### config.mk
export PLATFORM = sky130hd
export DESIGN_NAME = text_scroller
export DESIGN_NICKNAME = d
export VERILOG_FILES = /design/src/rtl/text_scroller.sv
export SDC_FILE = /design/constraint.sdc
export NUM_CORES = 1
export LEC_CHECK = 0
export CELL_PAD_IN_SITES_DETAIL_PLACEMENT = 1
export CELL_PAD_IN_SITES_GLOBAL_PLACEMENT = 1
export CORE_UTILIZATION = 34
export DETAILED_ROUTE_END_ITERATION = 7
export PLACE_DENSITY = 0.87
export SLEW_MARGIN = 40
export SYNTH_ARGS = -nofsm -noshare
export SYNTH_HDL_FRONTEND = slang
export SYNTH_SLANG_ARGS = --single-unit
### constraint.sdc
create_clock -name clk -period 0.8 [get_ports clk]
set_input_delay 0.16 -clock clk [delete_from_list [all_inputs] [get_ports clk]]
set_output_delay 0.16 -clock clk [all_outputs]
set_load 0.02 [all_outputs]
### src/rtl/text_scroller.sv
// text_scroller: renders the fixed 15-character message "Driving IT 2025"
// at 4x font scale inside a 360x28 box at (X0, Y0), optionally scrolling it
// horizontally by SPEED pixels per frame.
//
// Two-stage pipeline:
//   stage 1 registers the font ROM address (char_code/rom_row/rom_col),
//           the in-box and gap flags, and the input syncs/display_on;
//   stage 2 registers the ROM pixel (masked) and the delayed syncs.
//
// Ports:
//   clk, rst_n            pixel clock, asynchronous active-low reset
//   hpos, vpos            current raster position
//   display_on            visible-area flag
//   hsync_in, vsync_in    raster syncs
//   char_code, rom_row,   font ROM address (registered, stage 1)
//   rom_col
//   rom_pixel             combinational ROM data for the registered address
//   pixel_out             text pixel (2-cycle latency)
//   hsync_out, vsync_out, de_out   inputs delayed by 2 cycles
//
// Configuration macro: TEXT_SCROLL_EN
//   defined   - scroll offset advances on each rising edge of vsync_in
//   undefined - scroll offset is constant 0, text is static at X0
module text_scroller #(
    parameter int unsigned X0       = 140,
    parameter int unsigned Y0       = 224,
    parameter int unsigned H_ACTIVE = 640,
    parameter int unsigned SPEED    = 1
) (
    input  logic       clk,
    input  logic       rst_n,
    input  logic [9:0] hpos,
    input  logic [9:0] vpos,
    input  logic       display_on,
    input  logic       hsync_in,
    input  logic       vsync_in,
    output logic [7:0] char_code,
    output logic [2:0] rom_row,
    output logic [2:0] rom_col,
    input  logic       rom_pixel,
    output logic       pixel_out,
    output logic       hsync_out,
    output logic       vsync_out,
    output logic       de_out
);

    localparam int unsigned TEXT_W = 360;  // 15 cells x 24 px
    localparam int unsigned TEXT_H = 28;   // 7 font rows x 4 lines
    localparam logic [7:0]  SPACE  = 8'h20;

    function automatic logic [7:0] msg_char(input logic [3:0] idx);
        logic [7:0] c;
        case (idx)
            4'd0:    c = 8'h44;  // D
            4'd1:    c = 8'h72;  // r
            4'd2:    c = 8'h69;  // i
            4'd3:    c = 8'h76;  // v
            4'd4:    c = 8'h69;  // i
            4'd5:    c = 8'h6E;  // n
            4'd6:    c = 8'h67;  // g
            4'd7:    c = 8'h20;
            4'd8:    c = 8'h49;  // I
            4'd9:    c = 8'h54;  // T
            4'd10:   c = 8'h20;
            4'd11:   c = 8'h32;  // 2
            4'd12:   c = 8'h30;  // 0
            4'd13:   c = 8'h32;  // 2
            4'd14:   c = 8'h35;  // 5
            default: c = SPACE;
        endcase
        return c;
    endfunction

    // ------------------------------------------------------------------
    // Scroll offset
    // ------------------------------------------------------------------
    logic [9:0] scroll_off;

`ifdef TEXT_SCROLL_EN
    logic [9:0]  scroll_off_q, scroll_off_d;
    logic        vsync_prev_q, vsync_prev_d;
    logic        armed_q, armed_d;
    logic        frame_tick;
    logic [10:0] scroll_sum;

    // armed_q suppresses a tick in the first cycle after reset, when
    // vsync_prev_q is still 0 even though vsync_in may already be high.
    always_comb begin
        vsync_prev_d = vsync_in;
        armed_d      = 1'b1;
        frame_tick   = vsync_in & ~vsync_prev_q & armed_q;
        scroll_sum   = {1'b0, scroll_off_q} + 11'(SPEED);
        scroll_off_d = scroll_off_q;
        if (frame_tick) begin
            if (scroll_sum >= 11'(H_ACTIVE))
                scroll_off_d = 10'(scroll_sum - 11'(H_ACTIVE));
            else
                scroll_off_d = scroll_sum[9:0];
        end
    end

    always_ff @(posedge clk or negedge rst_n) begin
        if (!rst_n) begin
            scroll_off_q <= '0;
            vsync_prev_q <= 1'b0;
            armed_q      <= 1'b0;
        end else begin
            scroll_off_q <= scroll_off_d;
            vsync_prev_q <= vsync_prev_d;
            armed_q      <= armed_d;
        end
    end

    assign scroll_off = scroll_off_q;
`else
    assign scroll_off = '0;
`endif

    // ------------------------------------------------------------------
    // Coordinate decode
    // ------------------------------------------------------------------
    logic [10:0] x_sum, x_eff;
    logic [8:0]  rel_x;
    logic [4:0]  rel_y;
    logic [8:0]  char_idx9;
    logic [4:0]  cell_x;
    logic [2:0]  cell_col;
    logic        in_x, in_y, in_text, gap;

    always_comb begin
        x_sum = {1'b0, hpos} + {1'b0, scroll_off};
        x_eff = (x_sum >= 11'(H_ACTIVE)) ? (x_sum - 11'(H_ACTIVE)) : x_sum;
        in_x  = (x_eff >= 11'(X0)) && (x_eff < 11'(X0 + TEXT_W));
        in_y  = (vpos >= 10'(Y0)) && (vpos < 10'(Y0 + TEXT_H));
        // Offsets are only meaningful inside the box, so truncating to the
        // box extent is safe.
        rel_x     = 9'(x_eff - 11'(X0));
        rel_y     = 5'(vpos - 10'(Y0));
        char_idx9 = rel_x / 9'd24;
        cell_x    = 5'(rel_x % 9'd24);
        cell_col  = 3'(cell_x >> 2);
        in_text   = in_x && in_y;
        gap       = in_text && (cell_col == 3'd5);
    end

    // ------------------------------------------------------------------
    // Stage 1
    // ------------------------------------------------------------------
    logic [7:0] char_code_q, char_code_d;
    logic [2:0] rom_row_q, rom_row_d;
    logic [2:0] rom_col_q, rom_col_d;
    logic       in_text_q, in_text_d;
    logic       gap_q, gap_d;
    logic       hsync1_q, hsync1_d;
    logic       vsync1_q, vsync1_d;
    logic       de1_q, de1_d;

    always_comb begin
        char_code_d = SPACE;
        rom_row_d   = '0;
        rom_col_d   = '0;
        in_text_d   = in_text;
        gap_d       = gap;
        hsync1_d    = hsync_in;
        vsync1_d    = vsync_in;
        de1_d       = display_on;
        if (in_text) begin
            char_code_d = msg_char(char_idx9[3:0]);
            rom_row_d   = 3'(rel_y >> 2);
            rom_col_d   = gap ? 3'd0 : cell_col;
        end
    end

    always_ff @(posedge clk or negedge rst_n) begin
        if (!rst_n) begin
            char_code_q <= SPACE;
            rom_row_q   <= '0;
            rom_col_q   <= '0;
            in_text_q   <= 1'b0;
            gap_q       <= 1'b0;
            hsync1_q    <= 1'b0;
            vsync1_q    <= 1'b0;
            de1_q       <= 1'b0;
        end else begin
            char_code_q <= char_code_d;
            rom_row_q   <= rom_row_d;
            rom_col_q   <= rom_col_d;
            in_text_q   <= in_text_d;
            gap_q       <= gap_d;
            hsync1_q    <= hsync1_d;
            vsync1_q    <= vsync1_d;
            de1_q       <= de1_d;
        end
    end

    // ------------------------------------------------------------------
    // Stage 2
    // ------------------------------------------------------------------
    logic pixel_q, pixel_d;
    logic hsync2_q, hsync2_d;
    logic vsync2_q, vsync2_d;
    logic de2_q, de2_d;

    always_comb begin
        pixel_d  = rom_pixel & in_text_q & ~gap_q & de1_q;
        hsync2_d = hsync1_q;
        vsync2_d = vsync1_q;
        de2_d    = de1_q;
    end

    always_ff @(posedge clk or negedge rst_n) begin
        if (!rst_n) begin
            pixel_q  <= 1'b0;
            hsync2_q <= 1'b0;
            vsync2_q <= 1'b0;
            de2_q    <= 1'b0;
        end else begin
            pixel_q  <= pixel_d;
            hsync2_q <= hsync2_d;
            vsync2_q <= vsync2_d;
            de2_q    <= de2_d;
        end
    end

    assign char_code = char_code_q;
    assign rom_row   = rom_row_q;
    assign rom_col   = rom_col_q;
    assign pixel_out = pixel_q;
    assign hsync_out = hsync2_q;
    assign vsync_out = vsync2_q;
    assign de_out    = de2_q;

endmodule

# Word-level counts from Yosys, hierarchy flattened
# Memory sizes are Yosys's and may differ from the RTL's.
# Cells that the tools add are included.
[totals]
ff_bits = 23
mem_bits_ro = 112
input_bits = 26
mem_count = 1
[classes]
addsub = 3
div = 2
magnitude_cmp = 5
eq_ne = 1
n_mux = 5
n_bitwise = 4
reduce_logical = 4
[memory_table]
columns = ["memory", "depth", "word_bits", "rd", "rd_ports_with_merged_regs", "write_ports", "line", "source"]
rows = [
  ["(no name shown)", 16, 7, 1, 0, 0, "53", "case (idx)"],
]
[op_table]
columns = ["operator", "count"]
rows = [
  ["11-bit by 8-bit greater-or-equal comparator with 1-bit output (second input constant)", 1],
  ["11-bit by 9-bit < comparator with 1-bit output (second input constant)", 1],
  ["11-bit two-way mux", 1],
  ["10-bit by 10-bit subtractor with 11-bit output (second input constant)", 1],
  ["10-bit greater-or-equal comparator (second input constant)", 1],
  ["10-bit by 8-bit greater-or-equal comparator with 1-bit output (second input constant)", 1],
  ["10-bit by 8-bit < comparator with 1-bit output (second input constant)", 1],
  ["9-bit by 5-bit divider with 9-bit output (second input constant)", 1],
  ["9-bit by 5-bit modulo with 9-bit output (second input constant)", 1],
  ["3-bit two-way mux", 3],
  ["9-bit by 8-bit subtractor with 9-bit output (second input constant)", 1],
  ["8-bit two-way mux", 1],
  ["5-bit by 1-bit subtractor with 5-bit output (second input constant)", 1],
  ["1-bit logical AND", 4],
  ["1-bit bitwise AND", 3],
  ["3-bit equality test (second input constant)", 1],
  ["1-bit inverter", 1],
]

# Logic depth before layout (Yosys ltp)
[logic_depth]
word_depth = 8
depth_mapped = 22

# Least setup slack after synthesis
# OpenSTA, ideal clock, no wires.
[synth_timing]
kind = "in2reg"
start = "input hpos[7]"
end = "register char_code_q[2] (netlist: char_code[2])"
setup_time_ns = 0.101
arrival_ns = 3.989
slack_ns = -3.290
path_stages = 21
path_cell_list = "clkbuf_1 -> inv_1 -> ha_1 -> inv_1 -> ha_1 -> and2_1 -> o22ai_1 -> a221o_1 -> or3_1 -> clkbuf_1 -> a32oi_1 -> and2_1 -> buf_2 -> o2bb2ai_1 -> nor2_4 -> nor2_1 -> inv_1 -> ha_1 -> xnor2_1 -> nor2_1 -> a311oi_1"
[synth_between]
elab_chain_len = 6
elab_cells_between_ends = 11
[synth_rtl]
columns = ["element", "line", "source"]
rows = [
  ["start: declaration", "32", "input logic [9:0] hpos,"],
  ["10-bit by 10-bit subtractor with 11-bit output / 10-bit greater-or-equal comparator (equally long branches)", "132", "x_eff = (x_sum >= 11'(H_ACTIVE)) ? (x_sum - 11'(H_ACTIVE)) : x_sum;"],
  ["11-bit two-way mux *", "132", ""],
  ["9-bit by 8-bit subtractor with 9-bit output (tied with other cells)", "137", "rel_x = 9'(x_eff - 11'(X0));"],
  ["9-bit by 5-bit divider with 9-bit output / 1-bit logical AND (equally long branches)", "139, 133", ""],
  ["memory read 16 x 7 bit / 1-bit logical AND (equally long branches)", "-", ""],
  ["8-bit two-way mux *", "167", "if (in_text) begin"],
  ["via char_code_d[2]", "149", "logic [7:0] char_code_q, char_code_d;"],
  ["end signal: assignment", "185", "char_code_q <= char_code_d;"],
  ["end: declaration", "149", ""],
]
# The timed path passes the listed nets; every way through them passes the cells marked *.

# Worst setup path after layout
[layout_timing]
start = "input hpos[7]"
end = "register char_code_q[1] (netlist: char_code[1])"
# Same word-level chain as after synthesis.

==> results.json <==
{
  "place_ws_ns": -3.58,
  "yosys_register_bits": 22,
  "final_cell_mix": "buf_4, buf_6, dfrtp_1, nand2_1, nor2_1",
  "worstPathMaxFanout": 3,
  "postLayoutCoreUtil_pct": 63.3,
  "routedWlPerCell_um": 22.2,
  "grt_overflow": 0,
  "ios": 44,
  "setup_viol": 32,
  "slew-limit-headroom_pct": 64.6,
  "yosys_warnings": 0,
  "slew_violations": 0,
  "post_dp_cell_area_um2": 3130,
  "final_area_um2": 3510,
  "synth_area_leaders": "dfrtp_1, ha_1, nand2_1",
  "grt_max_degree": 23,
  "avgViaCountPerCell": 5.96,
  "status": "finished with violations",
  "cts_made_buffers": 3,
  "grt_pass1_wl_mm": 14.3,
  "clock_skew_ns": 0.00740,
  "clock_latency_ns": 0.25,
  "vias": 2609,
  "rr_startpoint": "de1_q",
  "cp_slowest_cell": "or4_4",
  "ctsHoldBuffers": 0,
  "max_stage_delay_ns": 0.53,
  "setup_ws_ns": -3.00,
  "drtPass1Iterations": 4,
  "route.detailed.drc": 0,
  "rows": 27,
  "cts.reportedPaths.clkPinSlew_ns": 0.07,
  "dieArea_um2": 6080,
  "maxCapViolations": 0,
  "cp_data_arrival_time_ns": 3.93,
  "async_reset_ff_share_pct": 100,
  "violations": "setup timing",
  "fin_crit_sh_pct": 474,
  "path_cells": "buf_8 > inv_6 > ha_4 > nand2b_4 > or4_4 > or4_4 > and3_4 > a221o_1 > a21bo_1 > o21a_1 > a211oi_4 > nor2_2 > inv_2 > ha_4 > nand3_1 > nand3_2 > nor2_2 > a21oi_1",
  "portBuffers": 40,
  "end_kind": "register",
  "crit_type": "in2reg",
  "p_leak_nw": 1.52,
  "postRouteWirelength_mm": 9.72,
  "fin_cells": 438,
  "syn_nets": 269,
  "drt_iter0_drc": 169,
  "power_density_nw_per_um2": 1550,
  "cp.required_ns": 0.93,
  "cts_buffer_depth": 2,
  "max_freq_ghz": 0.263,
  "core_um2": 5540,
  "syn-cell-area_um2": 1960,
  "cts_tree": "built",
  "report.final.hold_viol_count": 0,
  "synth_top_area_share_pct": 26.8,
  "antennaDiodeCount": 0,
  "yosysTopAreaCell": "dfrtp_1",
  "path_buf_inv": 3,
  "dp_hpwl_mm": 6.55,
  "rsz0062_at_grt": "yes",
  "syn2layout_area_growth_pct": 78.8,
  "largest_reg_flops": 7,
  "synth.distinct_cells": 66,
  "grt_use_total_pct": 30.9,
  "grt_pass1_vias": 2820,
  "fin_nets": 403,
  "hp-class": "in2async",
  "synth_seq_area_share_pct": 28.1,
  "start_util_pct": 35.4,
  "ant_nets": 0,
  "start_kind": "input pin",
  "drive_gt1_share_pct": 51.1,
  "die_w_um": 78.0,
  "layout_commonest_cell": "buf_4",
  "synthFlopType": "dfrtp_1",
  "htreeDepth": 1,
  "synthCells": 233,
  "synth_edf_count": 0,
  "cp-startpoint": "hpos[7]",
  "placedCellCount": 416,
  "period_needed_ns": 3.80,
  "cts.sinks": 22,
  "syn_area_per_cell_um2": 8.42,
  "path_delay_family": "simple AND/OR/NAND/NOR gates",
  "antenna_found_initial": 0,
  "cts_root_buffer": "clkbuf_8",
  "ir_drop_uv": 1220,
  "dieHeight_um": 78.0,
  "worst_slew_pin_slew_ns": 0.525,
  "gp_congestion": 0.903
}
[final timing paths]
kind	end	slack [ns]	cells past startpoint
max reg2reg	pixel_out	0.11	1
min in group clk	gap_q	0.32	3
min	de_out	0.25	2
min reg2reg	hsync_out	0.35	0
max	char_code[1]	-3.00	18
max in group asynchronous	char_code[5]	0.33	2
[per-layer routing]
layer | global-route usage (%) | share of wire, % | vias to the layer above | routed length (um)
met1 | 30.8 | 36 | 1294 | 3480
li1 | - | - | 1144 | -
met4 | 15.9 | 4.9 | 0 | 476
met5 | 0 | 0 | - | 0
met3 | 2.82 | 4.5 | 42 | 440
met2 | 62.3 | 55 | 129 | 5320
[cell usage after synthesis (5+ instances only)]
master and number:
dfrtp_1 21, nand2_1 20, nor2_1 16, a21oi_1 12, nand3_1 12, o21ai_0 12, ha_1 10, inv_1 9
xnor2_1 7, a31oi_1 6, clkbuf_1 6, nor3_1 6, and2_1 5, o21a_1 5
[power breakdown]
part           internal (W)  switching, W
logic               0.00170       0.00193
registers           0.00113     0.0000101
clock network      0.000353      0.000307
[cell type report]
cell class | instances | area, um^2
Fill cell | 647 | 2030
Tap cell | 72 | 90.1
Inverter | 11 | 55.1
Timing Repair Buffer | 140 | 1200
Clock buffer | 4 | 45.0
Sequential cell | 22 | 552
Multi-Input combinational cell | 189 | 1570
[stage by stage]
stage | total power [W] | hold slack, ns | TNS [ns]
detailed placement | 0.00398 | 0.337 | -51.20
floorplan | 0.00273 | -0.136 | -34.99
global route | 0.00567 | 0.251 | -40.49
CTS | 0.00491 | 0.254 | -36.11
global placement | 0.00376 | 0.336 | -48.18
finish | 0.00542 | 0.248 | -38.68
[cell families after synthesis]
family | after synthesis | share of synthesized area, %
buffers and inverters | 22 | 5.61
XOR/XNOR | 10 | 4.46
AO/OA/AOI/OAI | 77 | 28.9
adder cells (fa/ha/maj) | 10 | 6.38
other | 1 | 0.191
AND/OR/NAND/NOR | 91 | 26.3
flip-flops | 22 | 28.1
[repair_timing]
| action | CTS | global route |
|---|---|---|
| setup buffers | 14 | 6 |
| pin swaps | 20 | 10 |
| resized for setup | 165 | 18 |
| endpoints found under the setup margin | 32 | 32 |
Note: power is estimated with default switching activity, not from simulation.
